**src/rtl/if_fetch_stage_if.sv**
```systemverilog
// Instruction SRAM-like port between the fetch stage (master) and instruction memory (slave).
// One request is accepted on addr_ok, and its read data returns later on data_ok.
interface if_fetch_stage_if;
  logic        inst_req;
  logic [31:0] inst_addr;
  logic        inst_addr_ok;
  logic        inst_data_ok;
  logic [31:0] inst_rdata;

  modport master (
    output inst_req,
    output inst_addr,
    input  inst_addr_ok,
    input  inst_data_ok,
    input  inst_rdata
  );

  modport slave (
    input  inst_req,
    input  inst_addr,
    output inst_addr_ok,
    output inst_data_ok,
    output inst_rdata
  );
endinterface

```
**src/rtl/if_fetch_stage.sv**
```systemverilog
// Instruction fetch stage: owns the fetch PC, issues one request at a time and
// buffers the returned word for decode. A flush redirects the PC and discards in-flight data.
module if_fetch_stage #(
  parameter logic [31:0] RESET_PC = 32'hBFC0_0000
) (
  input  logic                     clk,
  input  logic                     resetn,
  input  logic [31:0]              nextpc,
  output logic                     nextpc_en,
  output logic [31:0]              pc,
  input  logic                     flush,
  if_fetch_stage_if.master         inst,
  input  logic                     id_allowin,
  output logic                     if_to_id_valid,
  output logic [31:0]              if_pc,
  output logic [31:0]              if_inst,
  output logic                     if_adel
);

  typedef enum logic [1:0] {
    REQ  = 2'd0,
    WAIT = 2'd1,
    HOLD = 2'd2
  } state_t;

  state_t      state_reg, state_next;
  logic        cancel_reg, cancel_next;
  logic [31:0] pc_reg, pc_next;
  logic [31:0] if_pc_reg, if_pc_next;
  logic [31:0] if_inst_reg, if_inst_next;
  logic        if_adel_reg, if_adel_next;
  logic        req_raw;
  logic        adv_raw;
  logic        aligned;

  assign aligned = (pc_reg[1:0] == 2'b00);

  always_ff @(posedge clk or negedge resetn) begin
    if (!resetn) begin
      state_reg   <= REQ;
      cancel_reg  <= 1'b0;
      pc_reg      <= RESET_PC;
      if_pc_reg   <= RESET_PC;
      if_inst_reg <= 32'd0;
      if_adel_reg <= 1'b0;
    end else begin
      state_reg   <= state_next;
      cancel_reg  <= cancel_next;
      pc_reg      <= pc_next;
      if_pc_reg   <= if_pc_next;
      if_inst_reg <= if_inst_next;
      if_adel_reg <= if_adel_next;
    end
  end

  always_comb begin
    state_next   = state_reg;
    cancel_next  = cancel_reg;
    pc_next      = pc_reg;
    if_pc_next   = if_pc_reg;
    if_inst_next = if_inst_reg;
    if_adel_next = if_adel_reg;
    req_raw      = 1'b0;
    adv_raw      = 1'b0;

    case (state_reg)
      REQ: begin
        req_raw = aligned;
        if (flush) begin
          pc_next = nextpc;
          // A request accepted in the flush cycle still returns data that must be dropped.
          if (aligned && inst.inst_addr_ok) begin
            cancel_next = 1'b1;
            state_next  = WAIT;
          end
        end else if (!aligned) begin
          if_inst_next = 32'd0;
          if_adel_next = 1'b1;
          if_pc_next   = pc_reg;
          state_next   = HOLD;
        end else if (inst.inst_addr_ok) begin
          state_next = WAIT;
        end
      end

      WAIT: begin
        if (flush) begin
          pc_next = nextpc;
          if (inst.inst_data_ok) begin
            cancel_next = 1'b0;
            state_next  = REQ;
          end else begin
            cancel_next = 1'b1;
          end
        end else if (inst.inst_data_ok) begin
          if (cancel_reg) begin
            cancel_next = 1'b0;
            state_next  = REQ;
          end else begin
            if_inst_next = inst.inst_rdata;
            if_pc_next   = pc_reg;
            if_adel_next = 1'b0;
            state_next   = HOLD;
          end
        end
      end

      HOLD: begin
        if (flush) begin
          pc_next    = nextpc;
          state_next = REQ;
        end else if (id_allowin) begin
          adv_raw    = 1'b1;
          pc_next    = nextpc;
          state_next = REQ;
        end
      end

      default: begin
        state_next = REQ;
      end
    endcase
  end

  assign inst.inst_req  = req_raw & resetn;
  assign inst.inst_addr = pc_reg;
  assign nextpc_en      = adv_raw & resetn;
  assign pc             = pc_reg;
  assign if_to_id_valid = (state_reg == HOLD);
  assign if_pc          = if_pc_reg;
  assign if_inst        = if_inst_reg;
  assign if_adel        = if_adel_reg;

endmodule

```
**src/flat_wrapper.sv**
```systemverilog
// flat-port wrapper written by rule: the top's interface ports become plain ports
module if_fetch_stage_flat 
#(
  parameter logic [31:0] RESET_PC = 32'hBFC0_0000
)
  (clk, resetn, nextpc, nextpc_en, pc, flush, id_allowin, if_to_id_valid, if_pc, if_inst, if_adel, inst_inst_req, inst_inst_addr, inst_inst_addr_ok, inst_inst_data_ok, inst_inst_rdata);
  if_fetch_stage_if inst_i ();
  input  logic clk;
  input  logic resetn;
  input  logic [31:0] nextpc;
  output logic nextpc_en;
  output logic [31:0] pc;
  input  logic flush;
  input  logic id_allowin;
  output logic if_to_id_valid;
  output logic [31:0] if_pc;
  output logic [31:0] if_inst;
  output logic if_adel;
  output wire logic [$bits(inst_i.inst_req)-1:0] inst_inst_req;
  output wire logic [$bits(inst_i.inst_addr)-1:0] inst_inst_addr;
  input wire logic [$bits(inst_i.inst_addr_ok)-1:0] inst_inst_addr_ok;
  input wire logic [$bits(inst_i.inst_data_ok)-1:0] inst_inst_data_ok;
  input wire logic [$bits(inst_i.inst_rdata)-1:0] inst_inst_rdata;
  assign inst_inst_req = inst_i.inst_req;
  assign inst_inst_addr = inst_i.inst_addr;
  assign inst_i.inst_addr_ok = inst_inst_addr_ok;
  assign inst_i.inst_data_ok = inst_inst_data_ok;
  assign inst_i.inst_rdata = inst_inst_rdata;
  if_fetch_stage #(.RESET_PC(RESET_PC)) u_core (.clk(clk), .resetn(resetn), .nextpc(nextpc), .nextpc_en(nextpc_en), .pc(pc), .flush(flush), .inst(inst_i), .id_allowin(id_allowin), .if_to_id_valid(if_to_id_valid), .if_pc(if_pc), .if_inst(if_inst), .if_adel(if_adel));
endmodule
```
**config.mk**
```make
export PLATFORM = sky130hd
export DESIGN_NAME = if_fetch_stage_flat
export DESIGN_NICKNAME = d
export VERILOG_FILES = /design/src/rtl/if_fetch_stage_if.sv /design/src/rtl/if_fetch_stage.sv /design/src/flat_wrapper.sv
export SDC_FILE = /design/constraint.sdc
export NUM_CORES = 1
export LEC_CHECK = 0
export BUFFER_PORTS_ARGS = -buffer_cell sky130_fd_sc_hd__clkbuf_2
export CORE_MARGIN = 2
export CORE_UTILIZATION = 49
export DETAILED_ROUTE_END_ITERATION = 6
export PLACE_DENSITY = 0.85
export SLEW_MARGIN = 20
export SYNTH_ARGS = -nofsm -noshare
export SYNTH_HDL_FRONTEND = slang
export SYNTH_SLANG_ARGS = --single-unit
```
**constraint.sdc**
```tcl
create_clock -name clk -period 2.6 [get_ports clk]
set_input_delay 0.39 -clock clk [delete_from_list [all_inputs] [get_ports clk]]
set_output_delay 0.39 -clock clk [all_outputs]
set_load 0.005 [all_outputs]
```
==> summary.md, run 1 <==
| Metric | Value |
|---|---|
| First-pass GRT wire length | 13500 microns |
| Clock Latency Late Sink | 350 ps |
| Mapped Area | 4050 sq um |
| # rows | 33 |
| CTS tree | built |
| Worst slack, placed | 671 ps |
| Finish-stage setup viols | 0 |
| Register area share after synthesis | 62.3% |
| Crit-path leading delay family | buffers and inverters |
| Vias in the first global route | 2778 |
| Clock sinks | 100 |
| Hold-fix buffers, CTS | 1 |
| Share of the synthesized area in the top cell type | 50.6% |
| Seq cells post-synth | 100 |
| Final setup margin | 561 ps |
| Simple-gate share of the synthesized area | 1.76% |
| Clock Path Buffers | 2 |
| Die Wd | 94.9 microns |
| Clock-pin slew on the worst setup and hold paths | 90 ps |
| Most common cell after layout, fill and taps aside | clkbuf_2 |
| VDD IR-drop max | 0.417 mV |
| Hold_ws | 256 ps |
| Most frequent cells in the layout | 200 x clkbuf_2, 82 x dfrtp_1, 47 x mux2_2 |
| Yosys cell types | 26 |
| Residual DRC count | 0 |
| First-pass detailed-route iteration total | 4 |
| Avg Vias per Cell | 5.15 |
| Compound-Gate Fraction of Synth Area | 8.93% |
| Antenna violations before repair | 0 |
| Largest net degree at the start of global routing | 77 |
| Io pins | 202 |
| Routed WL | 8870 microns |
| Sequential cell area | 2520 sq um |
| Min-Delay Path Class | input pin to register |
| Critical Path Stages | 5 |
| ANT cells | 0 |
| Largest family of logic cells by synthesized area | multiplexers |
| Crit path launch | resetn |
| Crit-path cells | dlygate4sd3_1, buf_4, nand2_1, nor3_1, clkbuf_2 |
| DR vias | 2844 |
| Multi-input gate area | 1200 sq um |
| Gr usage total | 19.6% |
| Post-route ant nets | 0 |
| Worst r2r src | u_core.state_reg[0] |
| Critical path's largest stage delay | 530 ps |
| Initial DRC Count | 84 |
| Max Fanout on Critical Path | 27 |
| Die height | 94.9 microns |
| RSZ-0062 raised after global routing | false |
| WP data arrival | 1650 ps |
| Gate Count Post-Synth | 269 |
| Max Fclk | 490 MHz |
| R2R cell count | 4 |
| CP Launch Type | input pin |
| Final hold violations | 0 |
| Outcome | complete, no violations |
| Area delta synth->final | 26.3% |
| Worst slew pin tran | 930 ps |
| Fillers | 659 |
| Max-cap violations | 0 |
| Slew Viols, Final | 0 |
| Setup Fix Bufs, Post-CTS | 0 |
| Port buffer count | 201 |
| Post-synthesis adder-cell area fraction | 0% |
| Synth area leaders | dfrtp_1 51%, mux2_2 13%, dfstp_2 12% |
| Hold path depth | 2 |
| Core area | 8130 sq um |
| Design area | 5120 sq um |
| Final HPWL DP | 6580 microns |
| Layout cells sized above 1 | 68.0% |
| Leakage | 2.70 nW |
| Post-cts resize count | 0 |
| Root Buffer | clkbuf_8 |
| Synth warn | 0 |
| Final critical-path share of the clock period | 78.4% |
| Worst Skew | 15.3 ps |
| Synth area leader | dfrtp_1 |
| Worst path slowest cell | dlygate4sd3_1 |
| Post-synthesis xor/xnor area fraction | 0% |
| Crit path buf inv count | 3 |
| Initial core utilization | 49.8% |
| Max transition margin | 38.0% |
| CTS buffer count | 9 |
| H-Tree Depth | 3 |
| Die Area | 9010 sq um |
| WL per Instance | 16.1 microns |
| Setup TNS | 0 ps |
| Final min period | 2040 ps |
| Power density cells | 922 nW/um^2 |
| Post-synthesis area per instance | 15.1 sq um |
| Hold_sp | id_allowin |
| Mux share of post-synthesis cell area | 18.6% |
| Req. time, crit path | 2210 ps |
| Tot Pwr | 4.72 mW |
| Final Net Count | 512 |
| CP endpoint kind | output port |
| Syn nets | 339 |
| Critical path class | input pin to output port |
| GPL Wtd Cong | 0.761 |
| Placed cell areas | 4940 sq um |
| Grt ovf | 0 |
## cells in the mapped netlist (all sizes together)
master   number
a22o         34
inv           3
nor3          2
clkbuf        1
a21oi         4
and2          1
nor2          2
buf          45
o21ai         1
o31ai         1
nand2b        2
nor4          1
dfstp        18
nor2b         1
o2bb2ai       1
nand3         1
nand2         3
mux2         62
dfrtp        82
a211oi        1
or2           1
o22ai         1
a211o         1
## layout make-up
type | instances | area share [%]
Sequential cell | 100 | 49.3
Tap cell | 105 | 2.57
Inverter | 3 | 0.220
Multi-Input combinational cell | 120 | 23.5
Clock buffer | 11 | 2.57
Clock inverter | 5 | 0.733
Timing Repair Buffer | 208 | 21.0
## metrics by stage
step,util (%),cells
CTS,62.9,552
global placement,60.7,535
global route,62.9,552
finish,62.9,552
detailed placement,60.7,535
floorplan,-,269
## cells by family (layout without fill, tap and decap cells)
group | after synthesis | count (layout)
AO/OA/AOI/OAI | 44 | 44
buffers and inverters | 49 | 227
flip-flops | 100 | 100
multiplexers | 62 | 62
AND/OR/NAND/NOR | 14 | 14
## path summary, 6_finish.rpt
kind                                       end  slack, ps
hold / removal             u_core.state_reg[1]        260
setup reg to reg              u_core.if_pc[12]        660
hold reg to reg              u_core.if_inst[9]        510
min in group asynchronous   u_core.if_inst[24]        490
setup / recovery                     nextpc_en        560
max in group asynchronous     u_core.if_pc[14]        850
## power breakdown
| group | leakage [nW] | switching [mW] | internal [mW] |
|---|---|---|---|
| registers | 1.22 | 0.324 | 2.05 |
| clock network | 0.0882 | 0.513 | 0.355 |
| logic | 1.39 | 0.601 | 0.869 |
## per-layer routing
| metal | track usage, % | vias to the layer above | part of all wire, % |
|---|---|---|---|
| met4 | 7.37 | 0 | 1.7 |
| met2 | 33.2 | 127 | 50 |
| met5 | 0 | - | 0 |
| met1 | 24.2 | 1428 | 40 |
| met3 | 5.19 | 15 | 7.4 |
| li1 | - | 1274 | - |
(Power assumes the default switching activity.)
==> run 2: changes to the inputs <==
--- a/config.mk
+++ b/config.mk
@@ -5,11 +5,12 @@
 export SDC_FILE = /design/constraint.sdc
 export NUM_CORES = 1
 export LEC_CHECK = 0
+export ABC_AREA = 1
 export BUFFER_PORTS_ARGS = -buffer_cell sky130_fd_sc_hd__clkbuf_2
 export CORE_MARGIN = 2
-export CORE_UTILIZATION = 49
+export CORE_UTILIZATION = 47
 export DETAILED_ROUTE_END_ITERATION = 6
-export PLACE_DENSITY = 0.85
+export PLACE_DENSITY = 0.8
 export SLEW_MARGIN = 20
 export SYNTH_ARGS = -nofsm -noshare
 export SYNTH_HDL_FRONTEND = slang
==> constraint.sdc (replaced) <==
create_clock -name clk -period 2 [get_ports clk]
set_input_delay 0.3 -clock clk [delete_from_list [all_inputs] [get_ports clk]]
set_output_delay 0.3 -clock clk [all_outputs]
set_load 0.005 [all_outputs]
==> run 2 against run 1 <==
Area after synthesis up 7.7%. Count of clock-buffer cells in the layout unchanged. First-iteration DRC count up 24%. Critical endpoint is now inst_inst_req.
==> summary.md, run 2 <==
| Metric | Value |
|---|---|
| Outcome | complete, no violations (unchanged) |
| Min-Delay Path Class | input pin to async pin (was input pin to register) |
| Power density cells | 1610 nW/um^2 (was 922 nW/um^2) |
| Residual DRC count | 0 (unchanged) |
| Layout cells sized above 1 | 45.0% (was 68.0%) |
| Die height | 100 microns (was 94.9 microns) |
| Post-synthesis adder-cell area fraction | 0% (unchanged) |
| CTS tree | built (unchanged) |
| Avg Vias per Cell | 4.75 (was 5.15) |
| Clock sinks | 100 (unchanged) |
| Design area | 5350 sq um (was 5120 sq um) |
| Yosys cell types | 22 (was 26) |
| Final Net Count | 690 (was 512) |
| Placed cell areas | 5180 sq um (was 4940 sq um) |
| Slew Viols, Final | 0 (unchanged) |
| Synth area leader | dfrtp_1 (unchanged) |
| Critical path class | register to output port (was input pin to output port) |
| Crit path buf inv count | 1 (was 3) |
| Area delta synth->final | 22.7% (was 26.3%) |
| Clock Path Buffers | 2 (unchanged) |
| Most common cell after layout, fill and taps aside | clkbuf_2 (unchanged) |
| Worst path slowest cell | dfrtp_1 (was dlygate4sd3_1) |
| Max Fanout on Critical Path | 4 (was 27) |
| Grt met1 use | 24.1% (was 24.2%) |
| Max-cap violations | 0 (unchanged) |
| Worst reg-to-reg setup slack | 430 ps (was 660 ps) |
| Synth async-reset ratio | 100% (unchanged) |
| Mapped Area | 4360 sq um (was 4050 sq um) |
| Worst Skew | 11.2 ps (was 15.3 ps) |
| Mux share of post-synthesis cell area | 0% (was 18.6%) |
| Core area | 9110 sq um (was 8130 sq um) |
| Vias in the first global route | 3282 (was 2778) |
| Register area share after synthesis | 57.9% (was 62.3%) |
| # rows | 35 (was 33) |
| First-pass detailed-route iteration total | 4 (unchanged) |
| Layout Utilization | 58.8% (was 62.9%) |
| Crit-path cells | nor2_1, nand2_2, nor2_1, clkbuf_2 (was dlygate4sd3_1, buf_4, nand2_1, nor3_1, clkbuf_2) |
| Final hold violations | 0 (unchanged) |
| Largest net degree at the start of global routing | 101 (was 77) |
| Gr usage total | 19.2% (was 19.6%) |
| M3 GR Usage | 3.69% (was 5.19%) |
| CP endpoint kind | output port (unchanged) |
| Largest family of logic cells by synthesized area | compound AO/OA/AOI/OAI gates (was multiplexers) |
| WP data arrival | 1430 ps (was 1650 ps) |
| Routed WL | 9730 microns (was 8870 microns) |
| Multi-input gate area | 1280 sq um (was 1200 sq um) |
| First-pass GRT wire length | 15400 microns (was 13500 microns) |
| Post-route ant nets | 0 (unchanged) |
| GPL Wtd Cong | 0.836 (was 0.761) |
| Post-cts resize count | 0 (unchanged) |
| H-Tree Depth | 3 (unchanged) |
| Critical path's largest stage delay | 420 ps (was 530 ps) |
| Clock Latency Late Sink | 350 ps (about the same) |
| Sequential cell area | 2520 sq um (unchanged) |
| Initial DRC Count | 104 (was 84) |
| Synth warn | 0 (unchanged) |
| CTS buffer count | 9 (unchanged) |
| Met2 usage | 32.3% (was 33.2%) |
| Count leader, synth | nand2_1 (was dfrtp_1) |
| Seq cells post-synth | 100 (unchanged) |
| Share of the synthesized area in the top cell type | 47.0% (was 50.6%) |
| Finish-stage setup viols | 0 (unchanged) |
| Commonest cells post-synth | 109 x nand2_1, 82 x dfrtp_1, 40 x nor2_1 (was 82 x dfrtp_1, 47 x mux2_2, 34 x a22o_1) |
| Setup TNS | 0 ps (unchanged) |
| Fillers | 844 (was 659) |
| Crit-path leading delay family | simple AND/OR/NAND/NOR gates (was buffers and inverters) |
| Grt ovf | 0 (unchanged) |
| Most frequent cells in the layout | 200 x clkbuf_2, 109 x nand2_1, 82 x dfrtp_1 (was 200 x clkbuf_2, 82 x dfrtp_1, 47 x mux2_2) |
| Cell mode on critical path | nor2_1 |
| Final min period | 1730 ps |
| Die Wd | 100 microns (was 94.9 microns) |
| Final critical-path share of the clock period | 86.3% |
| Worst slew pin tran | 515 ps (was 930 ps) |
| Req. time, crit path | 1700 ps (was 2210 ps) |
| Final HPWL DP | 7060 microns (was 6580 microns) |
| Port buffer count | 201 (unchanged) |
| DR vias | 3493 (was 2844) |
| Clock-pin slew on the worst setup and hold paths | 100 ps (was 90 ps) |
| Antenna violations before repair | 0 (unchanged) |
| Setup Fix Bufs, Post-CTS | 0 (unchanged) |
| Hold-fix buffers, CTS | 0 (was 1) |
| Number of synthesized flops with an enable pin | 0 (unchanged) |
| Die Area | 10100 sq um (was 9010 sq um) |
| Post-synthesis area per instance | 9.55 sq um (was 15.1 sq um) |
| Max Fclk | 580 MHz |
| GRT Max-Usage Layer | met2 (unchanged) |
| Max transition margin | 65.7% (was 38.0%) |
| Root Buffer | clkbuf_8 (unchanged) |
| Gate Count Post-Synth | 457 (was 269) |
| Simple-gate share of the synthesized area | 14.4% (was 1.76%) |
| CP Launch Type | register (was input pin) |
| Io pins | 202 (unchanged) |
| Leakage | 2.90 nW (was 2.70 nW) |
| Compound-Gate Fraction of Synth Area | 14.8% (was 8.93%) |
| RSZ-0062 raised after global routing | false (unchanged) |
| Syn nets | 527 (was 339) |
| Synth area leaders | dfrtp_1 47%, dfstp_2 11%, nand2_1 9.4% (was dfrtp_1 51%, mux2_2 13%, dfstp_2 12%) |
| Tot Pwr | 8.61 mW (was 4.72 mW) |
| Synth Flop Type | dfrtp_1 (unchanged) |
| WL per Instance | 13.2 microns (was 16.1 microns) |
| Initial core utilization | 47.9% (was 49.8%) |
| ANT cells | 0 (unchanged) |
| VDD IR-drop max | 0.834 mV (was 0.417 mV) |
| Post-synthesis xor/xnor area fraction | 0% (unchanged) |
==> run 2: logic make-up after synthesis <==
logic type | after synthesis
buffers and inverters | 95
AOI/OAI and AO/OA | 103
DFF | 100
and+or+nand+nor | 159
==> run 2: final timing paths <==
check                                                  to                     start  cells past startpoint
worst max-delay path                        inst_inst_req  u_core.inst.inst_addr[1]                      4
min in group clk                u_core.inst.inst_addr[25]                nextpc[25]                      3
max in group asynchronous       u_core.inst.inst_addr[22]                    resetn                      2
worst min register to register           u_core.if_pc[22]          u_core.if_pc[22]                      2
worst max register to register         u_core.if_inst[12]  u_core.inst.inst_addr[1]                      6
worst min-delay path                      u_core.if_pc[6]                    resetn                      2
==> run 2: stage by stage <==
step | hold WS [ps] | setup slack, ps | instances
2_1_floorplan | 4.41 | 684 | 457
3_3_place_gp | 434 | 539 | 720
3_5_place_dp | 439 | 461 | 720
4_1_cts | 36.4 | 256 | 736
5_1_grt | 50.0 | 184 | 736
6_report | 33.4 | 275 | 736
==> run 2: metal layers <==
metal  part of all wire (%)  vias up
met5                      0        -
met4                    1.7        0
met3                    5.4       14
met2                     52      116
met1                     41     1634
li1                       -     1729
==> run 2: cell type report <==
type / instances / share of cell area [%]
repair buffers: 207 / 20.4
clock inverters: 5 / 0.701
multi-input cells: 262 / 23.9
clock buffers: 11 / 2.45
well taps: 111 / 2.59
flip-flops and latches: 100 / 47.2
inverters: 40 / 2.80
==> run 2: power breakdown <==
part           internal, mW  switching (mW)
clock network         0.459           0.677
logic                  1.60            2.13
registers              3.11           0.633
